--- config.mk ---
export PLATFORM = sky130hd
export DESIGN_NAME = dcache_replace_ctrl
export DESIGN_NICKNAME = d
export VERILOG_FILES = /design/src/rtl/dcache_pkg.sv /design/src/rtl/dcache_replace_ctrl.sv
export SDC_FILE = /design/constraint.sdc
export NUM_CORES = 1
export LEC_CHECK = 0
export CORE_UTILIZATION = 26
export CTS_CLUSTER_DIAMETER = 200
export DETAILED_ROUTE_END_ITERATION = 8
export PLACE_DENSITY = 0.69
export SKIP_LAST_GASP = 1
export SLEW_MARGIN = 10
export SYNTH_ARGS = -nofsm -noshare
export SYNTH_HDL_FRONTEND = slang
export SYNTH_SLANG_ARGS = --single-unit
--- constraint.sdc ---
create_clock -name clk -period 1.54 [get_ports clk]
set_clock_uncertainty 0.15 [all_clocks]
set_input_delay 0.385 -clock clk [delete_from_list [all_inputs] [get_ports clk]]
set_output_delay 0.385 -clock clk [all_outputs]
set_load 0.02 [all_outputs]
--- src/rtl/dcache_pkg.sv ---
// Shared constants, FSM encoding and helpers for the dcache miss-side replacement path.
package dcache_pkg;

    localparam int IDX_W  = 6;
    localparam int TAG_W  = 20;
    localparam int WAYS   = 4;
    localparam int ADDR_W = TAG_W + IDX_W;

    localparam logic [WAYS-1:0] WAY_FALLBACK = {{(WAYS-1){1'b0}}, 1'b1};

    typedef enum logic [3:0] {
        IDLE        = 4'd0,
        VICTIM      = 4'd1,
        META_RD     = 4'd2,
        META_WAIT   = 4'd3,
        WB_REQ      = 4'd4,
        WB_WAIT     = 4'd5,
        REFILL_REQ  = 4'd6,
        REFILL_WAIT = 4'd7,
        META_WR     = 4'd8
    } state_t;

    function automatic logic is_onehot(input logic [WAYS-1:0] w);
        return (w != {WAYS{1'b0}}) &&
               ((w & (w - {{(WAYS-1){1'b0}}, 1'b1})) == {WAYS{1'b0}});
    endfunction

    function automatic logic [ADDR_W-1:0] line_addr(input logic [TAG_W-1:0] tag,
                                                     input logic [IDX_W-1:0] set);
        return {tag, set};
    endfunction

endpackage

--- src/rtl/dcache_replace_ctrl.sv ---
// Miss-side replacement controller: commits the PLRU victim, reads its metadata,
// writes back dirty victims, refills the line and rewrites the victim's tag.
module dcache_replace_ctrl
    import dcache_pkg::*;
(
    input  logic                clk,
    input  logic                reset,
    input  logic                miss_valid,
    output logic                miss_ready,
    input  logic [IDX_W-1:0]    miss_set,
    input  logic [TAG_W-1:0]    miss_tag,
    output logic                plru_valid,
    output logic [IDX_W-1:0]    plru_set,
    input  logic [WAYS-1:0]     plru_way,
    output logic                meta_rd_en,
    output logic [IDX_W-1:0]    meta_rd_set,
    output logic [WAYS-1:0]     meta_rd_way,
    input  logic                meta_rd_vld,
    input  logic                meta_rd_dirty,
    input  logic [TAG_W-1:0]    meta_rd_tag,
    output logic                wb_req_valid,
    input  logic                wb_req_ready,
    output logic [ADDR_W-1:0]   wb_req_addr,
    output logic [WAYS-1:0]     wb_req_way,
    input  logic                wb_done,
    output logic                refill_req_valid,
    input  logic                refill_req_ready,
    output logic [ADDR_W-1:0]   refill_req_addr,
    output logic [WAYS-1:0]     refill_req_way,
    input  logic                refill_done,
    output logic                meta_wr_en,
    output logic [IDX_W-1:0]    meta_wr_set,
    output logic [WAYS-1:0]     meta_wr_way,
    output logic [TAG_W-1:0]    meta_wr_tag,
    output logic                busy,
    output logic                err_way
);

    state_t             r_state;
    logic [IDX_W-1:0]   r_set;
    logic [TAG_W-1:0]   r_tag;
    logic [TAG_W-1:0]   r_vtag;
    logic [WAYS-1:0]    r_way;
    logic               r_miss_ready;
    logic               r_busy;
    logic               r_plru_valid;
    logic               r_meta_rd_en;
    logic               r_wb_valid;
    logic               r_rf_valid;
    logic               r_meta_wr_en;
    logic               r_err_way;

    // PLRU looks up its victim combinationally, so the set is only presented while committing.
    assign plru_set         = (r_state == VICTIM) ? r_set : {IDX_W{1'b0}};

    assign miss_ready       = r_miss_ready;
    assign busy             = r_busy;
    assign plru_valid       = r_plru_valid;
    assign meta_rd_en       = r_meta_rd_en;
    assign meta_rd_set      = r_set;
    assign meta_rd_way      = r_way;
    assign wb_req_valid     = r_wb_valid;
    assign wb_req_addr      = line_addr(r_vtag, r_set);
    assign wb_req_way       = r_way;
    assign refill_req_valid = r_rf_valid;
    assign refill_req_addr  = line_addr(r_tag, r_set);
    assign refill_req_way   = r_way;
    assign meta_wr_en       = r_meta_wr_en;
    assign meta_wr_set      = r_set;
    assign meta_wr_way      = r_way;
    assign meta_wr_tag      = r_tag;
    assign err_way          = r_err_way;

    // Miss sequencing FSM; every strobe is produced one edge ahead of the cycle it is seen in.
    always_ff @(posedge clk) begin
        if (reset) begin
            r_state      <= IDLE;
            r_set        <= {IDX_W{1'b0}};
            r_tag        <= {TAG_W{1'b0}};
            r_vtag       <= {TAG_W{1'b0}};
            r_way        <= {WAYS{1'b0}};
            r_miss_ready <= 1'b1;
            r_busy       <= 1'b0;
            r_plru_valid <= 1'b0;
            r_meta_rd_en <= 1'b0;
            r_wb_valid   <= 1'b0;
            r_rf_valid   <= 1'b0;
            r_meta_wr_en <= 1'b0;
            r_err_way    <= 1'b0;
        end else begin
            r_plru_valid <= 1'b0;
            r_meta_rd_en <= 1'b0;
            r_meta_wr_en <= 1'b0;
            r_err_way    <= 1'b0;
            case (r_state)
                IDLE: begin
                    if (miss_valid && r_miss_ready) begin
                        r_set        <= miss_set;
                        r_tag        <= miss_tag;
                        r_plru_valid <= 1'b1;
                        r_miss_ready <= 1'b0;
                        r_busy       <= 1'b1;
                        r_state      <= VICTIM;
                    end
                end
                VICTIM: begin
                    // A corrupt PLRU choice still needs a usable way; fall back to way 0 and flag it.
                    if (is_onehot(plru_way)) begin
                        r_way <= plru_way;
                    end else begin
                        r_way     <= WAY_FALLBACK;
                        r_err_way <= 1'b1;
                    end
                    r_meta_rd_en <= 1'b1;
                    r_state      <= META_RD;
                end
                META_RD: begin
                    r_state <= META_WAIT;
                end
                META_WAIT: begin
                    r_vtag <= meta_rd_tag;
                    if (meta_rd_vld && meta_rd_dirty) begin
                        r_wb_valid <= 1'b1;
                        r_state    <= WB_REQ;
                    end else begin
                        r_rf_valid <= 1'b1;
                        r_state    <= REFILL_REQ;
                    end
                end
                WB_REQ: begin
                    if (wb_req_ready) begin
                        r_wb_valid <= 1'b0;
                        r_state    <= WB_WAIT;
                    end
                end
                WB_WAIT: begin
                    if (wb_done) begin
                        r_rf_valid <= 1'b1;
                        r_state    <= REFILL_REQ;
                    end
                end
                REFILL_REQ: begin
                    if (refill_req_ready) begin
                        r_rf_valid <= 1'b0;
                        r_state    <= REFILL_WAIT;
                    end
                end
                REFILL_WAIT: begin
                    if (refill_done) begin
                        r_meta_wr_en <= 1'b1;
                        r_state      <= META_WR;
                    end
                end
                META_WR: begin
                    r_miss_ready <= 1'b1;
                    r_busy       <= 1'b0;
                    r_state      <= IDLE;
                end
                default: begin
                    r_wb_valid   <= 1'b0;
                    r_rf_valid   <= 1'b0;
                    r_miss_ready <= 1'b1;
                    r_busy       <= 1'b0;
                    r_state      <= IDLE;
                end
            endcase
        end
    end

endmodule

==> results of run 1 <==
-- report_power, final --
group,internal [mW],total [mW],switching (mW)
combinational,0.893,1.83,0.935
clock,0.828,1.46,0.632
sequential,1.72,1.81,0.0909
-- critical path: stages (launching register included) --
cell and delay [ns]:
dfxtp_2 0.34, nor4b_4 0.26, buf_4 0.19, and2_4 0.14, buf_6 0.11
-- layout by cell type, fill, tap and decap left out, types with 2 or more instances in the layout --
cell type         n
buf_2            63
clkdlybuf4s50_1  56
dfxtp_1          52
nand2_1          46
a21oi_2          45
nand2_4          43
buf_4            37
clkdlybuf4s15_2  18
clkbuf_2         17
buf_6            16
nand2_2          11
clkbuf_8         11
buf_12           10
dfxtp_2           9
and2_4            7
nor2_1            7
a21oi_1           7
nor2_4            4
nand2b_1          4
nor3_1            4
o21ai_0           3
clkinv_2          3
buf_8             3
clkdlybuf4s15_1   3
nor4b_4           2
xnor2_1           2
xor2_1            2
or3b_4            2
nand3b_1          2
nor4b_1           2
nand4b_1          2
mux2i_1           2
buf_16            2
clkbuf_16         2
-- per-stage QoR --
| step | util | hold slack [ns] | setup TNS [ns] | std cells |
|---|---|---|---|---|
| after floorplan | - | 0.371 | -0.349 | 353 |
| after global placement | 0.434 | 0.291 | -19.30 | 617 |
| after detailed placement | 0.434 | 0.296 | -20.94 | 617 |
| after CTS | 0.498 | 0.265 | -13.44 | 654 |
| after global routing | 0.516 | 0.292 | -13.91 | 661 |
| final | 0.516 | 0.285 | -10.59 | 661 |
-- metal layers --
layer	up-vias	global-route usage
met5	-	0
met4	0	0.0372
met3	9	0.0582
met2	125	0.300
met1	1442	0.164
li1	1448	-
-- layout make-up --
cell class	instances	area share
Timing Repair Buffer	229	0.375
Multi-Input combinational cell	218	0.324
Clock buffer	12	0.0287
Clock inverter	4	0.00834
Sequential cell	62	0.233
Tap cell	136	0.0315
-- cells by family after synthesis --
logic type / Yosys count
flip-flops: 62
AND/OR/NAND/NOR: 143
multiplexers: 3
buffers and inverters: 73
XOR/XNOR: 4
AO/OA/AOI/OAI: 68
-- state kept, by name, summed over array words and instances, names as in the netlist --
| signal | count |
|---|---|
| r_state | 4 |
| r_vtag | 20 |
| busy | 1 |
| miss_ready | 1 |
| meta_rd_en | 1 |
| meta_wr_tag | 20 |
| err_way | 1 |
| plru_valid | 1 |
| meta_wr_en | 1 |
| refill_req_valid | 1 |
| wb_req_valid | 1 |
| meta_rd_way | 4 |
| meta_rd_set | 6 |
-- synth_stat cells, types with 2 or more instances --
master     number
nand2_1       100
dfxtp_1        62
a21oi_1        52
buf_4          50
clkbuf_1       14
nor2_1         10
and2_1          7
buf_2           7
nor3_1          5
nand2b_1        4
nor4b_1         3
o21ai_0         3
a2111oi_0       2
buf_6           2
mux2i_1         2
nand3b_1        2
nand4b_1        2
or3_1           2
or3b_1          2
xnor2_1         2
xor2_1          2
-- final timing paths --
path	from	end	slack, ns	depth (start not counted)
worst max-delay path	r_state[2]$_SDFFE_PP0P_	plru_set[4]	-0.37	4
worst min register to register	r_vtag[3]$_SDFFE_PP0P_	r_vtag[3]$_SDFFE_PP0P_	0.33	2
worst max register to register	r_state[1]$_SDFFE_PP0P_	r_state[2]$_SDFFE_PP0P_	-0.26	6
worst min-delay path	reset	meta_wr_en$_SDFF_PP0_	0.29	3
-- timing repair --
item,in CTS,in global routing
pin swaps,56,62
setup endpoints to repair,165,132
gates resized for setup,443,178
cloned,6,3
buffers inserted,15,8
==> flow_metrics.env, run 1 <==
export IMPL_grt_first_pass_wirelength_um=14200
export IMPL_wl_met3_um=779
export IMPL_cts_buffer_depth=2
export IMPL_regArea_sq_um=1260
export IMPL_drt_wl_total_um=9770
export IMPL_synth_cell_types=39
export IMPL_multi_input_area_sq_um=1750
export IMPL_worstHoldPathType="in2reg"
export IMPL_clkSinkCount=62
export IMPL_setup_viol=64
export IMPL_yosysTopAreaCell="dfxtp_1"
export IMPL_start_util=0.271
export IMPL_postCtsHoldBufs=0
export IMPL_synthCells=353
export IMPL_required_ns=1.00
export IMPL_place_area_sq_um=4540
export IMPL_synthTopCellsByArea="dfxtp_1 44%, buf_4 13%, nand2_1 13%"
export IMPL_period_minus_slack_ns=1.91
export IMPL_layout_drive_gt1_share=0.598
export IMPL_failed_checks="setup timing"
export IMPL_worst_slack_ns=-0.370
export IMPL_initialDrtViolationCount=102
export IMPL_status="finished with violations"
export IMPL_cp_max_fo=7
export IMPL_dieArea_sq_um=11300
export IMPL_end_kind="output pin"
export IMPL_die_w_um=106
export IMPL_crit_type="reg2out"
export IMPL_synthArstFlopShare=0
export IMPL_synth_mux_area_frac=0.0110
export IMPL_cts_inserted_buffers=9
export IMPL_rsz0062_at_grt="true"
export IMPL_syn_nets=412
export IMPL_period_share=1.24
export IMPL_drcViolationCount=0
export IMPL_io_buffers=172
export IMPL_ctsHtreeMaxLevel=3
export IMPL_clk_latency_ns=0.34
export IMPL_synth_edff_count=0
export IMPL_synth_flop_cell="dfxtp_1"
export IMPL_p_per_area_nw_per_um2=944
export IMPL_start_kind="register"
export IMPL_wl_per_cell_um=14.8
export IMPL_top_layer_used="met4"
export IMPL_synth_simple_area_share=0.231
export IMPL_diodes=0
export IMPL_met2_length_um=5140
export IMPL_synth_area_sq_um=2840
export IMPL_nets=579
export IMPL_ys_seq_elements=62
export IMPL_drt_pass1_iter_count=4
export IMPL_synth_xor_area_frac=0.0123
export IMPL_grt_start_max_net_pins=39
export IMPL_synth_top_family_by_area="simple AND/OR/NAND/NOR gates"
export IMPL_track_usage=0.158
export IMPL_cts_root_buf="clkbuf_8"
export IMPL_viasPerCell=4.57
export IMPL_final_area_sq_um=5400
export IMPL_final_max_slew_viol_count=0
export IMPL_dp_slack_ns=-0.521
export IMPL_ios=173
export IMPL_core_area_sq_um=10500
export IMPL_syn_area_per_cell_sq_um=8.04
export IMPL_synth_fa_ha_area_frac=0
export IMPL_crit_arrival_ns=1.38
export IMPL_ant_nets=0
export IMPL_grt_antenna_before_repair=0
export IMPL_vias=3024
export IMPL_netlist_area_leader_share=0.437
export IMPL_peakVddDrop_v=0.000539
export IMPL_placementRows=37
export IMPL_synth_compound_area_share=0.137
export IMPL_gr_total_overflow=0
export IMPL_post_dp_hpwl_um=5770
export IMPL_wl_met1_um=3760
export IMPL_area_growth_pct=90.3
export IMPL_tritoncts="done"
export IMPL_tightest_slew_ns=0.643
export IMPL_p_total_mw=5.10
export IMPL_clk_pin_slew_worst_paths_ns=0.07
export IMPL_die_h_um=106
export IMPL_place_congestion=0.723
export IMPL_maxCapViolCount=0
export IMPL_finalHoldViolations=0
export IMPL_yosysSeqAreaShare=0.437
export IMPL_timing_slew_headroom=0.572
export IMPL_ys_warn_count=0
export IMPL_fmax_ghz=0.523
export IMPL_grt_pass1_vias=2937
export IMPL_fillers=962
export IMPL_leakage_nw=2.34
Power figures use the tool's default switching activity.
==> run 2, diff against run 1 <==
- CORE_UTILIZATION: 26 -> 34
- PLACE_DENSITY: 0.69 -> 0.84
- RECOVER_POWER: default -> 100
==> flow_metrics.env, run 2 (same netlist as run 1, synthesis figures left out) <==
export IMPL_p_per_area_nw_per_um2=965
export IMPL_dieArea_sq_um=8720
export IMPL_fin_cells=601
export IMPL_tritoncts="done"
export IMPL_area_growth_pct=55.1
export IMPL_layout_drive_gt1_share=0.299
export IMPL_critPathLaunch="r_state[1]$_SDFFE_PP0P_"
export IMPL_ctsHtreeMaxLevel=3
export IMPL_period_minus_slack_ns=1.87
export IMPL_cts_root_buf="clkbuf_8"
export IMPL_crit_end="plru_set[1]"
export IMPL_nets=555
export IMPL_min_from="reset"
export IMPL_cts_inserted_buffers=9
export IMPL_ff2ff_path_depth=5
export IMPL_vias=2812
export IMPL_path_common_cell="buf_6"
export IMPL_cp_cell_sequence="nor4b_4, buf_6, and2_4, buf_6"
export IMPL_initialDrtViolationCount=88
export IMPL_regArea_sq_um=1260
export IMPL_worst_slack_ns=-0.332
export IMPL_failed_checks="setup timing"
export IMPL_cp_max_fo=7
export IMPL_grt_start_max_net_pins=39
export IMPL_grt_pass1_vias=2801
export IMPL_fin_hold_ws_ns=0.287
export IMPL_end_kind="output pin"
export IMPL_track_usage=0.188
export IMPL_clk_latency_ns=0.32
export IMPL_r2r_slack_ns=-0.26
export IMPL_post_dp_hpwl_um=5980
export IMPL_rsz0062_at_grt="true"
export IMPL_drt_wl_total_um=8100
export IMPL_viasPerCell=4.68
export IMPL_core_area_sq_um=7890
export IMPL_die_w_um=93.4
export IMPL_multi_input_area_sq_um=1180
export IMPL_place_congestion=0.783
export IMPL_cpPeakStageDelay_ns=0.33
export IMPL_period_share=1.22
export IMPL_cp_slowest_cell="dfxtp_2"
export IMPL_timing_slew_headroom=0.699
export IMPL_status="finished with violations"
export IMPL_cts_buffer_depth=2
export IMPL_drt_pass1_iter_count=4
export IMPL_placedCellCount=583
export IMPL_peakVddDrop_v=0.000415
export IMPL_final_max_slew_viol_count=0
export IMPL_fmax_ghz=0.534
export IMPL_leakage_nw=1.75
export IMPL_clkSinkCount=62
export IMPL_drcViolationCount=0
export IMPL_fillers=762
export IMPL_setup_viol=58
export IMPL_ant_nets=0
export IMPL_r2r_end="r_state[2]$_SDFFE_PP0P_"
export IMPL_crit_arrival_ns=1.34
export IMPL_crit_type="reg2out"
export IMPL_diodes=0
export IMPL_maxCapViolCount=0
export IMPL_grt_antenna_before_repair=0
export IMPL_gr_total_overflow=0
export IMPL_clk_pin_slew_worst_paths_ns=0.07
export IMPL_io_buffers=172
export IMPL_start_util=0.360
export IMPL_start_kind="register"
export IMPL_die_h_um=93.4
export IMPL_ios=173
export IMPL_dp_slack_ns=-0.529
export IMPL_final_common_cell="nand2_1"
export IMPL_tightest_slew_ns=0.450
export IMPL_grt_first_pass_wirelength_um=12900
export IMPL_finalHoldViolations=0
export IMPL_worstHoldPathType="in2reg"
export IMPL_r2r_start="r_state[1]$_SDFFE_PP0P_"
export IMPL_placementRows=32
export IMPL_final_cell_mix="99 x nand2_1, 56 x clkdlybuf4s50_1, 51 x a21oi_1, 51 x dfxtp_1, 32 x buf_4"
export IMPL_wl_per_cell_um=13.5
export IMPL_required_ns=1.00
-- run 2: cell types whose count changed in the layout (fill, tap and decap cells not counted), sizes merged --
cell           previous run  this run
buf                     131        55
bufinv                    1         0
clkbuf                   31        65
clkdlybuf4s15            21        37
clkinv                    3         2
dlygate4sd2               1         4
dlymetal6s2s              1         0
-- run 2: layout make-up --
type / instances / share of cell area
Tap cell: 102 / 0.0290
Timing Repair Buffer: 205 / 0.382
Multi-Input combinational cell: 218 / 0.268
Clock buffer: 12 / 0.0330
Sequential cell: 62 / 0.286
Clock inverter: 2 / 0.00227
-- run 2: worst min-delay path by stage --
| stage | endpoint | slack, ns | cells past startpoint |
|---|---|---|---|
| detailed placement | r_vtag[13]$_SDFFE_PP0P_ | 0.30 | 2 |
| finish | r_state[2]$_SDFFE_PP0P_ | 0.29 | 3 |
| global route | r_state[2]$_SDFFE_PP0P_ | 0.28 | 3 |
| floorplan | r_vtag[0]$_SDFFE_PP0P_ | 0.37 | 2 |
| CTS | r_state[2]$_SDFFE_PP0P_ | 0.27 | 3 |
| global placement | r_vtag[14]$_SDFFE_PP0P_ | 0.29 | 2 |
-- run 2: per-layer routing --
layer  part of all wire  vias to the layer above  global-route usage  routed length, um
li1                   -                     1397                   -                  -
met1               0.37                     1279               0.192               2990
met2               0.52                      126               0.350               4240
met3              0.095                       10              0.0650                767
met4              0.011                        0              0.0692                 92
met5                  0                        -                   0                  0
-- run 2: what timing repair did --
action,in CTS,in global routing
setup buffers,3,0
cloned,1,0
setup endpoints to repair,167,130
pin swaps,5,4
hold buffers,0,0
resized for setup,341,73
-- run 2: through the flow --
| stage | util | instance area [sq um] | setup TNS (ns) | total power [mW] |
|---|---|---|---|---|
| finish | 0.558 | 4400 | -7.55 | 4.25 |
| global route | 0.558 | 4400 | -13.83 | 4.49 |
| CTS | 0.589 | 4640 | -5.59 | 4.34 |
| detailed placement | 0.567 | 4480 | -21.16 | 3.20 |
| global placement | 0.567 | 4480 | -18.54 | 3.17 |
| floorplan | - | 2910 | -0.349 | 2.64 |
-- run 2: worst max-delay path: cells and delay by family, from the launching register on --
| family | cells | cell delay (ns) |
|---|---|---|
| and+or+nand+nor | 2 | 0.42 |
| DFF | 1 | 0.33 |
| buffers and inverters | 2 | 0.27 |
-- run 2: where the power goes --
group | leakage, nW | switching, mW | total [mW] | internal (mW)
clock | 0.0821 | 0.560 | 1.17 | 0.606
combinational | 1.16 | 0.701 | 1.28 | 0.583
sequential | 0.509 | 0.0809 | 1.80 | 1.72
==> run 3, diff against run 2 <==
- CORE_UTILIZATION: 34 -> 35
- CTS_BUF_LIST: default -> sky130_fd_sc_hd__clkbuf_4
- PLACE_DENSITY: 0.84 -> 0.86
==> flow_metrics.env, run 3 (same netlist as run 1, synthesis figures left out) <==
export IMPL_status="finished with violations"
export IMPL_failed_checks="setup timing"
export IMPL_placementRows=32
export IMPL_nets=580
export IMPL_start_util=0.365
export IMPL_grt_antenna_before_repair=0
export IMPL_timing_slew_headroom=0.657
export IMPL_grt_busiest_layer="met2"
export IMPL_start_kind="register"
export IMPL_rsz0062_at_grt="true"
export IMPL_final_common_cell="nand2_1"
export IMPL_maxCapViolCount=0
export IMPL_worst_slack_ns=-0.416
export IMPL_period_minus_slack_ns=1.96
export IMPL_cpPeakStageDelay_ns=0.34
export IMPL_wl_per_cell_um=14.9
export IMPL_postCtsHoldBufs=0
export IMPL_cp_cell_sequence="nor4b_4, buf_6, and2_4, buf_6"
export IMPL_final_max_slew_viol_count=0
export IMPL_dieArea_sq_um=8470
export IMPL_cp_max_fo=7
export IMPL_place_area_sq_um=4520
export IMPL_ctsHtreeMaxLevel=3
export IMPL_die_h_um=92.0
export IMPL_met3_usage=0.0647
export IMPL_drcViolationCount=0
export IMPL_final_cell_mix="75 x nand2_1, 56 x clkdlybuf4s50_1, 51 x clkbuf_2"
export IMPL_vias=3014
export IMPL_area_growth_pct=74.7
export IMPL_clk_latency_ns=0.39
export IMPL_io_buffers=172
export IMPL_fin_cells=628
export IMPL_cp_slowest_cell="dfxtp_2"
export IMPL_finalHoldViolations=0
export IMPL_crit_type="reg2out"
export IMPL_cts_buffer_depth=2
export IMPL_cts_root_buf="clkbuf_4"
export IMPL_gr_total_overflow=0
export IMPL_die_w_um=92.0
export IMPL_diodes=0
export IMPL_p_per_area_nw_per_um2=912
export IMPL_post_dp_hpwl_um=5930
export IMPL_layout_drive_gt1_share=0.532
export IMPL_setup_viol=62
export IMPL_core_area_sq_um=7770
export IMPL_peakVddDrop_v=0.000496
export IMPL_final_area_sq_um=4960
export IMPL_clkSinkCount=62
export IMPL_path_common_cell="buf_6"
export IMPL_grt_first_pass_wirelength_um=14800
export IMPL_leakage_nw=2.16
export IMPL_clk_pin_slew_worst_paths_ns=0.10
export IMPL_ant_nets=0
export IMPL_drt_wl_total_um=9370
export IMPL_place_congestion=0.790
export IMPL_cts_inserted_buffers=9
export IMPL_period_share=1.27
export IMPL_grt_pass1_vias=2973
export IMPL_globalRouteMet2Util=0.394
export IMPL_grt_start_max_net_pins=42
export IMPL_drt_pass1_iter_count=4
export IMPL_grtUsageMet1=0.248
export IMPL_viasPerCell=4.80
export IMPL_ios=173
export IMPL_crit_arrival_ns=1.42
export IMPL_tightest_slew_ns=0.515
export IMPL_track_usage=0.223
export IMPL_end_kind="output pin"
export IMPL_fmax_ghz=0.511
export IMPL_finish_utilization=0.638
export IMPL_required_ns=1.00
export IMPL_path_buf_inv=2
export IMPL_placedCellCount=588
export IMPL_initialDrtViolationCount=93
export IMPL_tritoncts="done"
export IMPL_path_delay_family="simple AND/OR/NAND/NOR gates"
export IMPL_worstHoldPathType="in2reg"
-- run 3: cell count changes in the layout (fill, tap and decap cells not counted), sizes merged --
cell / delta
clkbuf: -3
dlygate4sd2: -4
bufinv: +1
dlymetal6s2s: +1
clkdlybuf4s15: -37
clkinv: +3
buf: +66
-- run 3: area by class of cell --
class / instances / area, sq um
fill: 656 / 2810
timing repair buffer: 230 / 2010
multi-input combinational: 218 / 1410
sequential: 62 / 1280
tap: 102 / 128
clock buffer: 10 / 75.1
clock inverter: 6 / 52.6
-- run 3: path summary, 6_finish.rpt --
kind	from	slack, ns	cells after the start	endpoint
max reg2reg	r_state[1]$_SDFFE_PP0P_	-0.30	5	r_state[2]$_SDFFE_PP0P_
min reg2reg	r_vtag[1]$_SDFFE_PP0P_	0.32	2	r_vtag[1]$_SDFFE_PP0P_
min	reset	0.13	2	r_vtag[6]$_SDFFE_PP0P_
max	r_state[1]$_SDFFE_PP0P_	-0.42	4	plru_set[0]
-- run 3: metal layers --
layer | wire (um) | part of all wire
met1 | 3590 | 0.38
met2 | 4930 | 0.53
met3 | 687 | 0.073
met4 | 164 | 0.017
met5 | 0 | 0
-- run 3: power breakdown --
group	switching [mW]	internal [mW]
registers	0.0830	1.72
clock network	0.594	0.496
logic	0.821	0.808
-- run 3: per-stage QoR --
stage | setup TNS, ns | power (mW) | hold WS, ns | worst slack (ns)
after global placement | -19.59 | 3.20 | 0.291 | -0.489
after detailed placement | -21.14 | 3.24 | 0.298 | -0.529
final | -9.30 | 4.52 | 0.133 | -0.416
after floorplan | -0.349 | 2.64 | 0.371 | -0.0363
after global routing | -14.45 | 4.75 | 0.117 | -0.470
after CTS | -13.24 | 4.51 | 0.110 | -0.455
-- run 3: repair_timing --
| item | in CTS | in global routing |
|---|---|---|
| gates resized for setup | 604 | 51 |
| pin swaps | 55 | 10 |
| buffers inserted | 18 | 5 |
| gates cloned | 6 | 0 |
| endpoints found under the setup margin | 165 | 124 |
